[src/rtl/srl_fifo_reader.sv]
// Read end of a 32-deep shift-register FIFO. It holds the occupancy count,
// addresses the oldest tap, and produces the status flags and the error pulses.
module srl_fifo_reader #(
  parameter int WIDTH      = 8,
  parameter int HALF_LEVEL = 16
) (
  input  logic             CLK,
  input  logic             RESET_N,
  input  logic [WIDTH-1:0] DATA_IN,
  input  logic             WRITE,
  input  logic             READ,
  output logic [WIDTH-1:0] DATA_OUT,
  output logic             DATA_PRESENT,
  output logic             HALF_FULL,
  output logic             FULL,
  output logic [5:0]       COUNT,
  output logic             OVERFLOW,
  output logic             UNDERFLOW
);

  logic [5:0] r_count;
  logic       r_present;
  logic       r_half;
  logic       r_full;
  logic       r_ovf;
  logic       r_unf;

  logic [5:0] w_count_next;
  logic       w_push;
  logic       w_ovf;
  logic       w_unf;
  logic [4:0] w_ptr;

  // A simultaneous pop at full frees tap 31 in the same edge, so the push is taken.
  always_comb begin
    w_count_next = r_count;
    w_push       = 1'b0;
    w_ovf        = 1'b0;
    w_unf        = 1'b0;
    case ({WRITE, READ})
      2'b10: begin
        if (r_count == 6'd32) begin
          w_ovf = 1'b1;
        end else begin
          w_push       = 1'b1;
          w_count_next = r_count + 6'd1;
        end
      end
      2'b01: begin
        if (r_count == 6'd0) begin
          w_unf = 1'b1;
        end else begin
          w_count_next = r_count - 6'd1;
        end
      end
      2'b11: begin
        w_push = 1'b1;
        if (r_count == 6'd0) begin
          w_unf        = 1'b1;
          w_count_next = 6'd1;
        end
      end
      default: ;
    endcase
  end

  // Count 32 has low bits 0, so the 5-bit decrement lands on 31 as required.
  assign w_ptr = (r_count == 6'd0) ? 5'd0 : (r_count[4:0] - 5'd1);

  always_ff @(posedge CLK or negedge RESET_N) begin
    if (!RESET_N) begin
      r_count   <= 6'd0;
      r_present <= 1'b0;
      r_half    <= 1'b0;
      r_full    <= 1'b0;
      r_ovf     <= 1'b0;
      r_unf     <= 1'b0;
    end else begin
      r_count   <= w_count_next;
      r_present <= (w_count_next != 6'd0);
      r_half    <= (w_count_next >= 6'(HALF_LEVEL));
      r_full    <= (w_count_next == 6'd32);
      r_ovf     <= w_ovf;
      r_unf     <= w_unf;
    end
  end

  genvar gi;
  generate
    for (gi = 0; gi < WIDTH; gi++) begin : g_col
      logic [31:0] r_col = '0;

      always_ff @(posedge CLK) begin
        if (w_push) begin
          r_col <= {r_col[30:0], DATA_IN[gi]};
        end
      end

      assign DATA_OUT[gi] = r_col[w_ptr];
    end
  endgenerate

  assign COUNT        = r_count;
  assign DATA_PRESENT = r_present;
  assign HALF_FULL    = r_half;
  assign FULL         = r_full;
  assign OVERFLOW     = r_ovf;
  assign UNDERFLOW    = r_unf;

endmodule

[config.mk]
export PLATFORM = sky130hd
export DESIGN_NAME = srl_fifo_reader
export DESIGN_NICKNAME = d
export VERILOG_FILES = /design/src/rtl/srl_fifo_reader.sv
export SDC_FILE = /design/constraint.sdc
export NUM_CORES = 1
export LEC_CHECK = 0
export CORE_ASPECT_RATIO = 0.8
export CORE_UTILIZATION = 35
export CTS_CLUSTER_DIAMETER = 60
export DETAILED_ROUTE_END_ITERATION = 7
export SLEW_MARGIN = 20
export SYNTH_ARGS = -nofsm -noshare
export SYNTH_HDL_FRONTEND = slang
export SYNTH_SLANG_ARGS = --single-unit
[constraint.sdc]
create_clock -name CLK -period 15.1 [get_ports CLK]
set_clock_uncertainty 0.1 [all_clocks]
set_input_delay 2.265 -clock CLK [delete_from_list [all_inputs] [get_ports CLK]]
set_output_delay 2.265 -clock CLK [all_outputs]
set_load 0.01 [all_outputs]
==> results of run 1 <==
==> synth_stat cells, types with 5 or more instances <==
master	instances	area (um2)
a21o_1	13	97.6
a21oi_1	13	65.1
a221oi_1	6	52.6
buf_2	18	90.1
clkbuf_1	12	45.0
dfrtp_1	11	275
edfxtp_1	256	7690
inv_1	6	22.5
mux2_2	6	67.6
mux2i_1	29	290
mux4_2	40	901
nand2_1	42	158
nand3_1	6	30.0
nand4_1	6	37.5
nor2_1	31	116
nor3_1	18	90.1
nor4_1	5	31.3
o211ai_1	14	105
o21ai_0	5	25.0
o221ai_1	6	52.6
o22ai_1	13	81.3
o41ai_1	5	43.8
==> per-layer routing <==
| layer | up-vias | GRT usage [%] | part of all wire (%) |
|---|---|---|---|
| met3 | 33 | 2.71 | 6.3 |
| met4 | 0 | 3.11 | 1.9 |
| met5 | - | 0 | 0 |
| li1 | 2602 | - | - |
| met1 | 3007 | 21.8 | 46 |
| met2 | 208 | 21.6 | 46 |
==> worst paths after layout <==
path | endpoint | cells after the start | startpoint | slack [ns]
max | DATA_OUT[1] | 13 | COUNT[0] | 7.27
min | g_col[4].r_col[23] | 0 | g_col[4].r_col[22] | 0.34
max reg2reg | g_col[2].r_col[4] | 7 | COUNT[0] | 10.97
min reg2reg | g_col[4].r_col[23] | 0 | g_col[4].r_col[22] | 0.34
max in group asynchronous | COUNT[1] | 1 | RESET_N | 12.54
min in group asynchronous | UNDERFLOW | 1 | RESET_N | 2.00
==> through the flow <==
stage               total power [mW]  setup slack [ns]  cells
global route                    2.51              6.89   1088
CTS                             2.41              7.14   1088
detailed placement              1.78              7.73   1041
finish                          2.39              7.27   1088
floorplan                       1.48              4.16    623
global placement                1.77              7.85   1041
==> flip-flops by register name, indices dropped and copies added (netlist names) <==
| name | flops |
|---|---|
| HALF_FULL | 1 |
| g_col.r_col | 256 |
| DATA_PRESENT | 1 |
| FULL | 1 |
| COUNT | 6 |
| UNDERFLOW | 1 |
| OVERFLOW | 1 |
==> cells by family (layout without fill, tap and decap cells) <==
kind of cell,Yosys count,count (layout)
AND/OR/NAND/NOR,128,128
buffers and inverters,42,94
multiplexers,75,75
AO/OA/AOI/OAI,104,104
XOR/XNOR,3,3
flip-flops,267,267
adder cells (fa/ha/maj),4,4
==> critical path, cell delays in order, from the launching register on <==
cell and delay (ns):
dfrtp_1 0.49, inv_1 0.16, ha_1 0.31, nor3b_4 0.22
nand2_2 0.49, ha_4 0.61, buf_4 0.69, nor2_1 0.14
o21ai_2 0.18, nor2_1 0.08, a2111oi_0 0.42, a221oi_1 0.16
o31ai_1 0.34, clkdlybuf4s50_1 0.62
==> cell usage in the layout, fill, tap and decap left out, drive strengths merged, types with 10 or more instances in the layout <==
cell,netlist,routed
a21oi,14,14
clkdlybuf4s50,0,30
o211ai,14,14
dfrtp,11,11
a21o,13,13
mux4,40,40
nor3,19,19
nor2,31,31
o22ai,13,13
clkinv,1,12
o21ai,10,10
buf,23,10
nand2,43,43
mux2i,29,29
edfxtp,256,256
clkbuf,12,33
==> area by class of cell <==
cell class | count | share of cell area, %
timing repair buffer | 40 | 3.08
clock inverter | 14 | 0.915
inverter | 7 | 0.211
tap | 413 | 4.15
sequential | 267 | 64.0
multi-input combinational | 314 | 22.0
clock buffer | 33 | 5.61
==> where the power goes <==
group          total (mW)  switching [mW]  internal (mW)
combinational       0.850           0.497          0.353
clock               0.625           0.266          0.359
sequential          0.915          0.0449          0.870
==> flow_summary.json, run 1 <==
{
  "outcome": "finished, final reports clean",
  "crit_fanout": 48,
  "worstPathRequired_ns": 12.73,
  "grt_start_max_net_pins": 98,
  "antenna_found_initial": 0,
  "tns_ns": 0,
  "num-fill-cells": 2735,
  "worstMarginPinSlew_ns": 0.942,
  "initial_utilization_pct": 35.7,
  "firstDrtPassIters": 5,
  "period_share_pct": 51.8,
  "synth.net_count": 639,
  "layout-drive-gt1-share_pct": 15.4,
  "grt_use_total_pct": 14.4,
  "hpwl_mm": 13.7,
  "dieArea_um2": 31700,
  "fin_util_pct": 40.9,
  "holdWs_ns": 0.344,
  "power_density_nw_per_um2": 192,
  "grt_remaining_overflow": 0,
  "htreeDepth": 1,
  "hold_buffers": 0,
  "rsz0062_at_grt": "false",
  "clk_path_buf_depth": 3,
  "p_leak_nw": 4.14,
  "fp.dieW_um": 199,
  "endpoint_kind": "output port",
  "synth-seq-cells": 267,
  "postSynthAreaPerCell_um2": 17.4,
  "via_per_inst": 5.38,
  "synth_top_family_by_area": "multiplexers",
  "synth_compound_area_share_pct": 6.90,
  "hold_violations": 0,
  "ys.flop_type": "edfxtp_1",
  "rows": 57,
  "via_count": 5850,
  "hp-class": "reg -> reg",
  "clk_pin_slew_worst_paths_ns": 0.06,
  "die_y_um": 160,
  "nNetsFinal": 673,
  "ys_types": 57,
  "fmax_mhz": 128,
  "clk_latency_ns": 0.53,
  "yosysWarnings": 0,
  "io_pins": 31,
  "synth_edf_count": 256,
  "grt_pass1_wl_mm": 35.6,
  "diodes": 0,
  "multi_input_area_um2": 2740,
  "yosys.area_share.xor_xnor_pct": 0.242,
  "drv_cap": 0,
  "register_area_um2": 7960,
  "synth-adder-area-share_pct": 0.461,
  "yosysSeqAreaShare_pct": 73.3,
  "wl_per_cell_um": 20.5,
  "peakVddDrop_mv": 0.0832,
  "drc": 0,
  "yosys.area_share.simple_pct": 5.70,
  "cts_setup_buffers": 0,
  "crit_path_start_kind": "flop",
  "design_area_um2": 12400,
  "numCtsBuffers": 27,
  "clock-root-buffer": "clkbuf_16",
  "synthMuxAreaShare_pct": 11.6,
  "area_delta_synth_final_pct": 14.6,
  "finalSetupViolCount": 0,
  "post-route-min-period_ns": 7.83,
  "synthCells": 623,
  "syn-cell-area_um2": 10900,
  "cts_sinks": 267,
  "io_buffers": 30,
  "place_area_um2": 11600,
  "synth-async-reset-ratio_pct": 4.12,
  "ctsResizeCount": 0,
  "place.gp.congestion": 0.823,
  "cts_tree": "built",
  "coreArea_um2": 30500,
  "critPathArrivalTime_ns": 5.46,
  "antenna_left": 0,
  "relSlewSlack_pct": 36.8,
  "path_class": "reg -> out",
  "drtIter0Drc": 681,
  "drv_slew": 0,
  "totalWireLength_mm": 22.3,
  "first_global_vias": 5980
}
No activity file was read; power rests on OpenSTA's default activity.
==> run 2: changes to the inputs <==
==> constraint.sdc (replaced) <==
create_clock -name CLK -period 7.8 [get_ports CLK]
set_clock_uncertainty 0.1 [all_clocks]
set_input_delay 1.17 -clock CLK [delete_from_list [all_inputs] [get_ports CLK]]
set_output_delay 1.17 -clock CLK [all_outputs]
set_load 0.01 [all_outputs]
==> run 2 against run 1 <==
- total power grew 94%
- via count down 0.50%
- routed wire length decreased by 4.3%
- sequential power grew 93%
- combinational power increased by 95%
- highest routed layer unchanged
- largest cell class unchanged
- global-route usage decreased by 0.60 points
==> flow_summary.json, run 2 (same netlist as run 1, synthesis figures left out) <==
{
  "crit_fanout": 49,
  "path_cells": "inv_1, ha_1, nor3b_4, nand2_2, ha_4, buf_4, mux4_2, nand2_1, a21oi_1, nor3_1, o32ai_1, clkdlybuf4s50_1",
  "hpwl_mm": 12.8,
  "worstMarginPinSlew_ns": 1.07,
  "io_buffers": 30,
  "clk_path_buf_depth": 3,
  "grt_remaining_overflow": 0,
  "reg2reg_from": "COUNT[0]",
  "grt_start_max_net_pins": 186,
  "p_int_mw": 3.07,
  "pwr-share-comb_pct": 35.8,
  "rsz0062_at_grt": "false",
  "peakVddDrop_mv": 0.178,
  "rows": 57,
  "cpPeakStageDelay_ns": 0.79,
  "antenna_left": 0,
  "period_share_pct": 84.0,
  "via_per_inst": 5.33,
  "rr_endpoint": "g_col[4].r_col[15]",
  "crit_path_start_kind": "flop",
  "fin_util_pct": 41.0,
  "cts_tree": "built",
  "met1_usage_pct": 21.6,
  "wl_per_cell_um": 19.5,
  "outcome": "finished, final reports clean",
  "io_pins": 31,
  "drv_slew": 0,
  "cts_sinks": 267,
  "critPathSlowestCell": "ha_4",
  "fp.dieW_um": 199,
  "clk_latency_ns": 0.54,
  "antenna_found_initial": 0,
  "grt_busiest_layer": "met1",
  "p_clk_share_pct": 26.0,
  "initial_utilization_pct": 35.7,
  "critPathArrivalTime_ns": 5.28,
  "critPathLaunch": "COUNT[0]",
  "die_y_um": 160,
  "hp-class": "reg -> reg",
  "final_cell_mix": "256 x edfxtp_1, 42 x nand2_1, 40 x mux4_2",
  "endpoint_kind": "output port",
  "dp.cells": 1041,
  "drv_cap": 0,
  "post-route-min-period_ns": 6.55,
  "drc": 0,
  "nNetsFinal": 674,
  "dieArea_um2": 31700,
  "relSlewSlack_pct": 28.8,
  "ctsResizeCount": 0,
  "fmax_mhz": 153,
  "stdcell_count": 1092,
  "power_density_nw_per_um2": 371,
  "via_count": 5821,
  "coreArea_um2": 30500,
  "htreeDepth": 1,
  "use_met2_pct": 19.7,
  "p_total_mw": 4.64,
  "firstDrtPassIters": 7,
  "grtUsageMet3_pct": 2.75,
  "seqPwrFrac_pct": 38.2,
  "path_class": "reg -> out",
  "finalSetupViolCount": 0,
  "layout_commonest_cell": "edfxtp_1",
  "diodes": 0,
  "clock-root-buffer": "clkbuf_16",
  "grt_use_total_pct": 13.8,
  "worstPathRequired_ns": 6.53,
  "drtIter0Drc": 634,
  "hold_buffers": 0,
  "layout-drive-gt1-share_pct": 15.9,
  "swShare_pct": 33.9,
  "first_global_vias": 5807,
  "tns_ns": 0,
  "crit_end": "DATA_OUT[0]",
  "grt_pass1_wl_mm": 34.2,
  "largest_reg_flops": 256,
  "top_register": "g_col.r_col",
  "power.switching_mw": 1.57,
  "hold_violations": 0,
  "area_delta_synth_final_pct": 15.0,
  "reg2reg_setup_slack_ns": 4.37,
  "totalWireLength_mm": 21.3,
  "clk_pin_slew_worst_paths_ns": 0.06,
  "place.gp.congestion": 0.847,
  "cts_setup_buffers": 0,
  "numCtsBuffers": 28,
  "p_leak_nw": 4.17,
  "rr_worst_depth": 6
}
run 2: stage by stage:
stage | hold WS, ns | area, um2 | worst slack [ns]
after floorplan | 0.318 | 10900 | 1.23
after global placement | 0.324 | 11600 | 1.93
after detailed placement | 0.328 | 11700 | 1.77
after CTS | 0.342 | 12500 | 1.16
after global routing | 0.351 | 12500 | 0.918
final | 0.341 | 12500 | 1.25
run 2: metal layers:
metal,vias up,share of wire [%]
met5,-,0
met4,0,1.6
met3,36,6.9
met2,241,45
met1,2936,47
li1,2608,-
run 2: worst min-delay path by stage:
stage | from | to | slack, ns | depth (start not counted)
2_1_floorplan | g_col[0].r_col[16] | g_col[0].r_col[17] | 0.32 | 0
3_3_place_gp | g_col[1].r_col[22] | g_col[1].r_col[23] | 0.32 | 0
3_5_place_dp | g_col[6].r_col[10] | g_col[6].r_col[11] | 0.33 | 0
4_1_cts | g_col[6].r_col[10] | g_col[6].r_col[11] | 0.34 | 0
5_1_grt | g_col[6].r_col[10] | g_col[6].r_col[11] | 0.35 | 0
6_report | g_col[6].r_col[10] | g_col[6].r_col[11] | 0.34 | 0
run 2: power by group through the flow:
stage | Combinational, mW | Clock (mW) | Sequential, mW
after floorplan | 1.09 | 0 | 1.77
after global placement | 1.62 | 0 | 1.79
after detailed placement | 1.66 | 0 | 1.80
after CTS | 1.68 | 1.24 | 1.77
after global routing | 1.79 | 1.29 | 1.79
final | 1.66 | 1.21 | 1.77
run 2: critical path, delay by kind of cell (launching register included):
family	cells	cell delay, ns
mux	1	0.56
flops	1	0.50
simple gates	4	1.10
buf+inv	3	1.22
compound gates	2	0.26
fa+ha+maj	2	1.09
run 2: cell type report:
class | instances | area [um2]
Inverter | 7 | 26.3
Sequential cell | 267 | 7960
Multi-Input combinational cell | 314 | 2750
Clock inverter | 17 | 86.3
Clock buffer | 34 | 744
Fill cell | 2719 | 18000
Timing Repair Buffer | 40 | 408
Tap cell | 413 | 517
==> run 3: changes to the inputs <==
==> constraint.sdc (replaced) <==
create_clock -name CLK -period 6.6 [get_ports CLK]
set_clock_uncertainty 0.1 [all_clocks]
set_input_delay 0.99 -clock CLK [delete_from_list [all_inputs] [get_ports CLK]]
set_output_delay 0.99 -clock CLK [all_outputs]
set_load 0.01 [all_outputs]
==> run 3 against run 2 <==
- setup slack worse by 0.43 ns
- combinational power is 16% higher
- global-route usage is 0.19 points higher
- first-iteration DRC count is 11% lower
- sequential share of layout area is 0.59 points lower
- design area is 0.94% higher
- register-to-register slack worse by 0.96 ns
- worst hold slack worse by 0.0013 ns
- routed wire length is 0.93% higher
- sequential power is 18% higher
==> flow_summary.json, run 3 (same netlist as run 1, synthesis figures left out) <==
{
  "outcome": "finished, final reports clean",
  "cpPeakStageDelay_ns": 0.66,
  "critPathLaunch": "COUNT[0]",
  "path_cells": "inv_1, ha_1, buf_4, clkinv_1, nand2_1, o22ai_1, a2111oi_0, a221oi_1, o31ai_1, clkdlybuf4s50_1",
  "layout_commonest_cell": "edfxtp_1",
  "die_y_um": 160,
  "place.gp.congestion": 0.844,
  "place_ws_ns": 1.23,
  "grt_pass1_wl_mm": 34.9,
  "totalWireLength_mm": 21.5,
  "crit_fanout": 15,
  "wl_per_cell_um": 19.7,
  "min_from": "g_col[2].r_col[2]",
  "grt_start_max_net_pins": 222,
  "final_cell_mix": "256 x edfxtp_1, 42 x nand2_1, 40 x mux4_2",
  "critPathArrivalTime_ns": 4.70,
  "setup_ws_ns": 0.813,
  "antenna_left": 0,
  "drc": 0,
  "dieArea_um2": 31700,
  "drv_slew": 0,
  "first_global_vias": 5875,
  "nNetsFinal": 676,
  "io_buffers": 30,
  "fmax_mhz": 173,
  "grt_busiest_layer": "met1",
  "largest_reg_flops": 256,
  "layout-drive-gt1-share_pct": 16.6,
  "endpoint_kind": "output port",
  "grt_remaining_overflow": 0,
  "via_per_inst": 5.34,
  "hpwl_mm": 13.1,
  "worstMarginPinSlew_ns": 1.03,
  "cts_tree": "built",
  "clk_latency_ns": 0.54,
  "hold_violations": 0,
  "hp-class": "reg -> reg",
  "via_count": 5838,
  "reg2reg_setup_slack_ns": 3.41,
  "grt_use_total_pct": 14.0,
  "min_to": "g_col[2].r_col[3]",
  "post-route-min-period_ns": 5.79,
  "clk_pin_slew_worst_paths_ns": 0.06,
  "grtUsageMet3_pct": 2.37,
  "diodes": 0,
  "period_share_pct": 87.7,
  "clock-root-buffer": "clkbuf_16",
  "rsz0062_at_grt": "false",
  "hold_buffers": 0,
  "initial_utilization_pct": 35.7,
  "finalSetupViolCount": 0,
  "ctsResizeCount": 0,
  "numCtsBuffers": 27,
  "p_leak_nw": 4.22,
  "rr_worst_depth": 8,
  "cts_setup_buffers": 0,
  "power_density_nw_per_um2": 444,
  "fp.dieW_um": 199,
  "path_class": "reg -> out",
  "drv_cap": 0,
  "reg2reg_from": "COUNT[0]",
  "clk_path_buf_depth": 3,
  "top_register": "g_col.r_col",
  "crit_path_start_kind": "flop",
  "rr_endpoint": "DATA_PRESENT",
  "coreArea_um2": 30500,
  "use_met2_pct": 20.1,
  "worstPathRequired_ns": 5.51,
  "firstDrtPassIters": 5,
  "area_delta_synth_final_pct": 16.1,
  "rows": 57,
  "critPathSlowestCell": "ha_1",
  "relSlewSlack_pct": 30.9,
  "tns_ns": 0,
  "holdPathStages": 0,
  "drtIter0Drc": 565,
  "met1_usage_pct": 22.1,
  "io_pins": 31,
  "htreeDepth": 1,
  "antenna_found_initial": 0,
  "cts_sinks": 267,
  "peakVddDrop_mv": 0.219
}
==> run 3: cell types whose count changed in the layout (fill, tap and decap cells not counted), sizes merged <==
cell and change:
bufinv +5, clkinv -4, buf +3, clkbuf -2
==> run 3: final cells by class <==
cell class / instances / area, um2
Multi-Input combinational cell: 314 / 2740
Sequential cell: 267 / 7960
Clock buffer: 32 / 694
Tap cell: 413 / 517
Clock inverter: 18 / 215
Timing Repair Buffer: 43 / 450
Fill cell: 2713 / 17800
Inverter: 7 / 26.3
==> run 3: worst max-delay path, delay by kind of cell (launching register included) <==
kind	cells	cell delay [ns]
and+or+nand+nor	1	0.33
DFF	1	0.49
adders and majority gates	1	0.66
buffers and inverters	4	1.51
AOI/OAI and AO/OA	4	1.18
==> run 3: per-layer routing <==
metal | up-vias | wire length, um | share of wire, %
met5 | - | 0 | 0
met4 | 0 | 428 | 2.0
met3 | 42 | 1170 | 5.4
met2 | 172 | 9700 | 45
met1 | 3008 | 10200 | 47
li1 | 2616 | - | -
==> run 3: report_power, final <==
group / switching [mW] / total (mW) / leakage (nW) / internal, mW
registers: 0.103 / 2.09 / 2.63 / 1.99
clock network: 0.630 / 1.57 / 0.445 / 0.945
logic: 1.10 / 1.93 / 1.15 / 0.829
==> run 3: through the flow <==
stage	hold slack, ns	instances	power, mW	area (um2)	utilization, %
6_report	0.339	1094	5.60	12600	41.4
5_1_grt	0.352	1094	5.89	12600	41.4
4_1_cts	0.339	1092	5.64	12600	41.2
3_5_place_dp	0.328	1042	4.06	11600	38.2
3_3_place_gp	0.321	1042	4.02	11600	38.2
2_1_floorplan	0.318	623	3.37	10900	-
==> run 3: worst max path at each step <==
stage                     depth (start not counted)  slack (ns)                 to
after floorplan                                   3        0.21  g_col[0].r_col[0]
after global placement                           12        1.34        DATA_OUT[0]
after detailed placement                         12        1.23        DATA_OUT[0]
after CTS                                        12        0.65        DATA_OUT[0]
after global routing                             12        0.56        DATA_OUT[2]
final                                            10        0.81        DATA_OUT[1]
